### config.mk
export PLATFORM = sky130hd
export DESIGN_NAME = muldiv_ctrl
export DESIGN_NICKNAME = d
export VERILOG_FILES = /design/src/rtl/muldiv_ctrl.sv
export SDC_FILE = /design/constraint.sdc
export NUM_CORES = 2
export LEC_CHECK = 0
export CAP_MARGIN = 10
export CORE_ASPECT_RATIO = 0.7
export CORE_MARGIN = 2
export CORE_UTILIZATION = 40
export CTS_CLUSTER_DIAMETER = 80
export DETAILED_ROUTE_END_ITERATION = 10
export RECOVER_POWER = 50
export SETUP_SLACK_MARGIN = 0.4
export SYNTH_ARGS = -nofsm -noshare
export SYNTH_HDL_FRONTEND = slang
export SYNTH_SLANG_ARGS = --single-unit
### constraint.sdc
create_clock -name clk -period 13 [get_ports clk]
set_clock_uncertainty 0.1 [all_clocks]
set_input_delay 2.6 -clock clk [delete_from_list [all_inputs] [get_ports clk]]
set_output_delay 2.6 -clock clk [all_outputs]
set_load 0.05 [all_outputs]
### src/rtl/muldiv_ctrl.sv
// muldiv_ctrl: multi-cycle MULT/MULTU/DIV/DIVU sequencer and HI/LO register owner.
// Multiply is pipelined over MUL_LAT stages. Divide is a 32-iteration restoring
// divide on operand magnitudes, followed by a sign-fix cycle.
// Optional macro DIV_ZERO_FAST_EN: a zero divisor skips the iterations and
// finishes in one busy cycle.
module muldiv_ctrl #(
  parameter int unsigned MUL_LAT = 2
) (
  input  logic        clk,
  input  logic        rst,
  input  logic        ex_valid,
  input  logic        flush,
  input  logic [1:0]  mult,
  input  logic [1:0]  div,
  input  logic [1:0]  mfhl,
  input  logic [1:0]  mthl,
  input  logic [31:0] src_a,
  input  logic [31:0] src_b,
  output logic        stall,
  output logic        busy,
  output logic [31:0] hilo_rdata
);

  typedef enum logic [1:0] {IDLE, MUL, DIV, FIX} state_t;

  state_t      state_q, state_d;
  logic [31:0] hi_q, hi_d, lo_q, lo_d;
  logic [5:0]  cnt_q, cnt_d;
  logic [31:0] rem_q, rem_d, quo_q, quo_d, dvs_q, dvs_d, raw_a_q, raw_a_d;
  logic        qneg_q, qneg_d, rneg_q, rneg_d, dz_q, dz_d;
  logic [63:0] pipe_q [MUL_LAT];

  logic               op_use, accept, mul_signed, div_signed;
  logic signed [65:0] prod_full;
  logic [31:0]        a_abs, b_abs;
  logic [32:0]        shifted, diff;

  assign op_use = ex_valid & ~flush & (|{mult, div, mfhl, mthl});
  assign busy   = (state_q != IDLE);
  assign stall  = op_use & busy;
  assign accept = op_use & (state_q == IDLE);

  assign hilo_rdata = mfhl[1] ? hi_q : (mfhl[0] ? lo_q : '0);

  // MULTU wins over MULT, DIVU over DIV: [1] selects the unsigned form
  assign mul_signed = ~mult[1];
  assign div_signed = ~div[1];
  assign prod_full  = $signed({mul_signed & src_a[31], src_a}) *
                      $signed({mul_signed & src_b[31], src_b});
  assign a_abs = (div_signed & src_a[31]) ? -src_a : src_a;
  assign b_abs = (div_signed & src_b[31]) ? -src_b : src_b;

  // One restoring-divide iteration: shift in the next dividend bit, trial subtract
  assign shifted = {rem_q, quo_q[31]};
  assign diff    = shifted - {1'b0, dvs_q};

  // Product pipeline: stage 0 captures at accept, later stages shift every cycle
  always_ff @(posedge clk) begin
    if (accept && (div == 2'b00) && (mult != 2'b00)) begin
      pipe_q[0] <= prod_full[63:0];
    end
    for (int unsigned i = 1; i < MUL_LAT; i++) begin
      pipe_q[i] <= pipe_q[i-1];
    end
  end

  // Next-state, HI/LO update and divider datapath
  always_comb begin
    state_d = state_q;
    hi_d    = hi_q;
    lo_d    = lo_q;
    cnt_d   = cnt_q;
    rem_d   = rem_q;
    quo_d   = quo_q;
    dvs_d   = dvs_q;
    raw_a_d = raw_a_q;
    qneg_d  = qneg_q;
    rneg_d  = rneg_q;
    dz_d    = dz_q;
    case (state_q)
      IDLE: begin
        if (accept) begin
          cnt_d = '0;
          if (div != 2'b00) begin
            dvs_d   = b_abs;
            quo_d   = a_abs;
            rem_d   = '0;
            raw_a_d = src_a;
            qneg_d  = div_signed & (src_a[31] ^ src_b[31]);
            rneg_d  = div_signed & src_a[31];
            dz_d    = (src_b == '0);
            state_d = DIV;
`ifdef DIV_ZERO_FAST_EN
            if (src_b == '0) state_d = FIX;
`endif
          end else if (mult != 2'b00) begin
            state_d = MUL;
          end else if (mthl[1]) begin
            hi_d = src_a;
          end else if (mthl[0]) begin
            lo_d = src_a;
          end
        end
      end
      MUL: begin
        cnt_d = cnt_q + 6'd1;
        if (cnt_q == 6'(MUL_LAT - 1)) begin
          {hi_d, lo_d} = pipe_q[MUL_LAT-1];
          state_d      = IDLE;
        end
      end
      DIV: begin
        cnt_d = cnt_q + 6'd1;
        if (!diff[32]) begin
          rem_d = diff[31:0];
          quo_d = {quo_q[30:0], 1'b1};
        end else begin
          rem_d = shifted[31:0];
          quo_d = {quo_q[30:0], 1'b0};
        end
        if (cnt_q == 6'd31) state_d = FIX;
      end
      FIX: begin
        // Zero divisor overrides the iterated result so both timing modes agree
        if (dz_q) begin
          lo_d = '1;
          hi_d = raw_a_q;
        end else begin
          lo_d = qneg_q ? -quo_q : quo_q;
          hi_d = rneg_q ? -rem_q : rem_q;
        end
        state_d = IDLE;
      end
      default: state_d = IDLE;
    endcase
  end

  // State and control/data registers with synchronous reset
  always_ff @(posedge clk) begin
    if (rst) begin
      state_q <= IDLE;
      hi_q    <= '0;
      lo_q    <= '0;
      cnt_q   <= '0;
      rem_q   <= '0;
      quo_q   <= '0;
      dvs_q   <= '0;
      raw_a_q <= '0;
      qneg_q  <= 1'b0;
      rneg_q  <= 1'b0;
      dz_q    <= 1'b0;
    end else begin
      state_q <= state_d;
      hi_q    <= hi_d;
      lo_q    <= lo_d;
      cnt_q   <= cnt_d;
      rem_q   <= rem_d;
      quo_q   <= quo_d;
      dvs_q   <= dvs_d;
      raw_a_q <= raw_a_d;
      qneg_q  <= qneg_d;
      rneg_q  <= rneg_d;
      dz_q    <= dz_d;
    end
  end

endmodule

### Yosys cells after proc, flatten, opt, wreduce, memory -nomap -nowiden

Memory sizes are Yosys's and may differ from the RTL's.
Cells that the tools add are included.
W data, S select, Z words.

| storage, ports and cells | value |
|---|---|
| bits in writable memories | 128 |
| register bits after elaboration | 203 |
| input port bits | 76 |
| word-level logic and storage cells | 105 |
| output and inout port bits | 34 |
| memories kept | 1 |

| operators by class | value |
|---|---|
| reductions and logical operators | 19 |
| equal/unequal tests | 15 |
| multiply operators | 1 |
| bitwise operators | 13 |
| multiplexer cells | 39 |
| add/sub/neg operators | 6 |

Memories:

| name | depth | width | rd ports | clocked after memory_dff | write ports | line | RTL |
|---|---|---|---|---|---|---|---|
| pipe_q | 2 | 64 | 2 | 0 | 2 | 31 | `logic [63:0] pipe_q [MUL_LAT];` |

Operators by type and width:

| operator | count |
|---|---|
| $mux W32 | 24 |
| $pmux W32 S3 | 2 |
| $neg A32 Y32 | 4 |
| $pmux W32 S2 | 2 |
| $mul A33 B33 Y64 | 1 |
| $sub A33 B32 Y33 | 1 |
| $logic_not A32 Y1 | 1 |
| $ne A2 B2 Y1 const B | 8 |
| $pmux W6 S2 | 1 |
| $mux W2 | 5 |
| $reduce_bool A2 Y1 | 5 |
| $and A1 B1 Y1 | 9 |
| $pmux W2 S4 | 1 |
| $reduce_or A8 Y1 | 1 |
| $reduce_and A7 Y1 | 1 |
| $add A6 B1 Y6 const B | 1 |
| $eq A6 B1 Y1 const B | 1 |
| $eq A6 B5 Y1 const B | 1 |
| $mux W6 | 1 |
| $reduce_and A3 Y1 | 2 |
| $reduce_and A6 Y1 | 1 |
| $eq A2 B2 Y1 const B | 2 |
| $logic_not A2 Y1 | 2 |
| $reduce_and A4 Y1 | 1 |
| other kinds (10) | 15 |

### Longest topological paths before layout

| logic depth | value |
|---|---|
| depth after elaboration | 8 |
| mapped depth | 31 |
| depth with buffers taken out | 28 |

### Worst setup path before layout

OpenSTA, ideal clock, no wires.

| timing | value |
|---|---|
| path type | input port to flip-flop |
| from | input port src_a[31] |
| to | memory pipe_q[0][61] (data pin) |
| stages | 26 |
| required time | 12762 ps |
| path slack | 2439 ps |
| library setup time | 138 ps |
| path buffers | 2 |
| arrival | 10324 ps |
| path through | clkbuf_1 > nor2b_1 > clkbuf_1 > nand2_1 > inv_1 > fa_1 > fa_1 > fa_1 > inv_1 > fa_1 > inv_1 > fa_1 > fa_1 > inv_1 > fa_1 > fa_1 > inv_1 > ha_1 > a21oi_1 > nor2b_1 > a31o_2 > o41ai_1 > o21a_1 > o21ai_1 > or4_1 > nand4_1 |

RTL lines:

| element | line | RTL |
|---|---|---|
| start: declaration | 17 | `input logic [31:0] src_a,` |
| end: declaration | 31 |  |

==> flow_summary.json <==
{
  "numCtsBuffers": 30,
  "synth.area.mux_share_pct": 0.663,
  "portBuffers": 109,
  "holdPathEnd": "pipe_q[0][119]$_DFF_P_",
  "drv_slew": 271,
  "area_growth_pct": 6.97,
  "synthXorXnorAreaFrac_pct": 3.51,
  "fmax_ghz": 0.0852,
  "multiInputGateArea_mm2": 0.0414,
  "critPathCaptureType": "flop",
  "worstHoldPathCells": 0,
  "dr.first_iter.drc_count": 4171,
  "gp_congestion": 0.938,
  "cp.required_ns": 13.25,
  "worst_pin_slew_ns": 4.29,
  "clk_latency_ns": 0.61,
  "synth-simple-area-share_pct": 15.4,
  "cpLargestDelayFamily": "adder cells",
  "final_common_cell": "inv_1",
  "ys_seq_elements": 331,
  "ctsHoldBuffers": 0,
  "clock_sink_count": 331,
  "synth_cells": 6164,
  "syn_area_mm2": 0.0545,
  "avgSynthCellArea_um2": 8.84,
  "slew_headroom_pct": -186,
  "grt_pass1_wl_um": 271000,
  "grt_max_degree": 91,
  "max_stage_delay_ns": 1.48,
  "reg2reg_to": "quo_q[31]$_SDFFE_PP0P_",
  "final_cell_mix": "inv_1, fa_1, nand2_1",
  "routed_via_density": 5.40,
  "synth_fa_ha_area_share_pct": 47.2,
  "core_area_mm2": 0.135,
  "setup_violations": 0,
  "vias": 42424,
  "cp-startpoint": "src_b[2]",
  "synth_sequential_area_ratio_pct": 13.3,
  "synth_top_family_by_area": "adder cells",
  "die_area_mm2": 0.139,
  "die_width_um": 445,
  "critPathLaunchType": "input pin",
  "grt_usage_pct": 25.6,
  "initial_core_util_pct": 40.2,
  "grt_pass1_vias": 43897,
  "worst-path-buf-inv": 5,
  "synthesis.nets": 7621,
  "period_share_pct": 90.3,
  "arrival_ns": 11.99,
  "final_hold_viol_count": 0,
  "io_pins": 110,
  "finalSetupTns_ns": 0,
  "crit_type": "in -> reg",
  "synth_edf_count": 64,
  "rsz0062_at_grt": "false",
  "rows": 113,
  "status": "finished with violations",
  "wl_per_cell_um": 22.3,
  "h-tree-depth": 1,
  "drv_cap": 5,
  "drtPass1Iterations": 6,
  "synth-compound-area-share_pct": 9.07,
  "fillCellCount": 13375,
  "synth_cell_types": 72,
  "worst-r2r-setup-slack_ns": 8.06,
  "regArea_mm2": 0.00727,
  "fin_nets": 7494,
  "drc_errors": 0,
  "reg2reg_from": "state_q[0]$_SDFFE_PP0P_",
  "hpwl_um": 137000,
  "clkTransAtPathRegs_ns": 0.07,
  "cts_resized": 0,
  "yosys_warnings": 0,
  "fin_crit_ns": 11.74,
  "cts-root-buf": "clkbuf_16",
  "hold_path_startpoint": "pipe_q[0][55]$_DFFE_PP_",
  "critical_path.max_fanout": 22,
  "cts_tree": "yes",
  "drive_gt1_share_pct": 4.19,
  "violations": "max-capacitance violations, max-slew violations",
  "async_flop_share_pct": 0,
  "cpMaxStageDelayCell": "dlygate4sd3_1",
  "wl_um": 175000,
  "crit_top_cell": "fa_1",
  "grt_antenna_before_repair": 25,
  "die_h_um": 313,
  "hold_path_class": "reg -> reg",
  "ant_nets": 0,
  "clk_path_buf_depth": 3,
  "post_cts_buffers": 0,
  "overflow": 0,
  "ys.flop_type": "dfxtp_1",
  "worstRegToRegCells": 9
}
worst reg2reg max path, stage by stage (launching register included):
cell      delay (ns)
dfxtp_1         0.34
inv_1           0.10
ha_1            0.37
nand2_1         0.19
nor2_4          0.10
clkbuf_1        2.93
a21oi_2        -0.14
buf_4           0.43
a211oi_1        0.26
a211oi_1        0.08
worst max path at each step:
stage,end,slack (ns),depth (start not counted)
after floorplan,pipe_q[0][61]$_DFFE_PP_,2.44,26
after global placement,pipe_q[0][62]$_DFFE_PP_,0.73,29
after detailed placement,pipe_q[0][62]$_DFFE_PP_,0.98,30
after CTS,pipe_q[0][62]$_DFFE_PP_,1.49,26
after global routing,pipe_q[0][61]$_DFFE_PP_,0.95,23
final,pipe_q[0][62]$_DFFE_PP_,1.26,25
sequential cells by signal, indices dropped and copies added, names as in the netlist:
signal	cells
hi_q	32
lo_q	32
dvs_q	32
quo_q	32
state_q	2
dz_q	1
qneg_q	1
rneg_q	1
pipe_q	128
rem_q	32
raw_a_q	32
cnt_q	6
Yosys cell counts (83+ instances only):
cell	count	share of area, %
clkbuf_1	341	2.3
ha_1	255	5.9
o21ai_0	230	2.1
xor2_1	83	1.3
fa_1	1126	41
nand2_1	1072	7.4
nor2_1	237	1.6
xnor2_1	132	2.1
a21oi_1	171	1.6
and2_1	354	4.1
inv_1	1164	8.0
dfxtp_1	267	9.8
per-layer routing:
metal | vias up | global-route usage [%] | share of wire (%)
met5 | - | 0 | 0.019
met4 | 6 | 8.03 | 3.4
met3 | 276 | 5.16 | 9.6
met2 | 1870 | 39.0 | 44
met1 | 21770 | 36.6 | 43
li1 | 18502 | - | -
cell type report:
cell class              count  share of cell area, %
multi-input cells        4274                   71.0
clock buffers              38                   1.39
inverters                1164                   7.49
flip-flops and latches    331                   12.5
clock inverters            18                  0.453
well taps                1782                   3.82
repair buffers            236                   3.29
diodes                     10                 0.0429
cells by family after synthesis:
family,count (synthesis)
and+or+nand+nor,1867
buffers and inverters,1559
adders and majority gates,1381
AOI/OAI and AO/OA,774
DFF,331
xor gates and xnor gates,216
muxes,36
through the flow:
step	cells	utilization [%]	area [um^2]	setup slack (ns)	hold slack, ns
floorplan	6164	-	54500	2.44	0.223
global placement	7785	42.2	57200	0.732	0.225
detailed placement	7787	42.2	57200	0.975	0.227
CTS	7843	43.0	58300	1.49	0.243
global route	7851	43.0	58300	0.947	0.248
finish	7853	43.0	58300	1.26	0.237
Power is not shown: default switching activity piles up to over one toggle a cycle in this logic, so the estimate is an artifact.
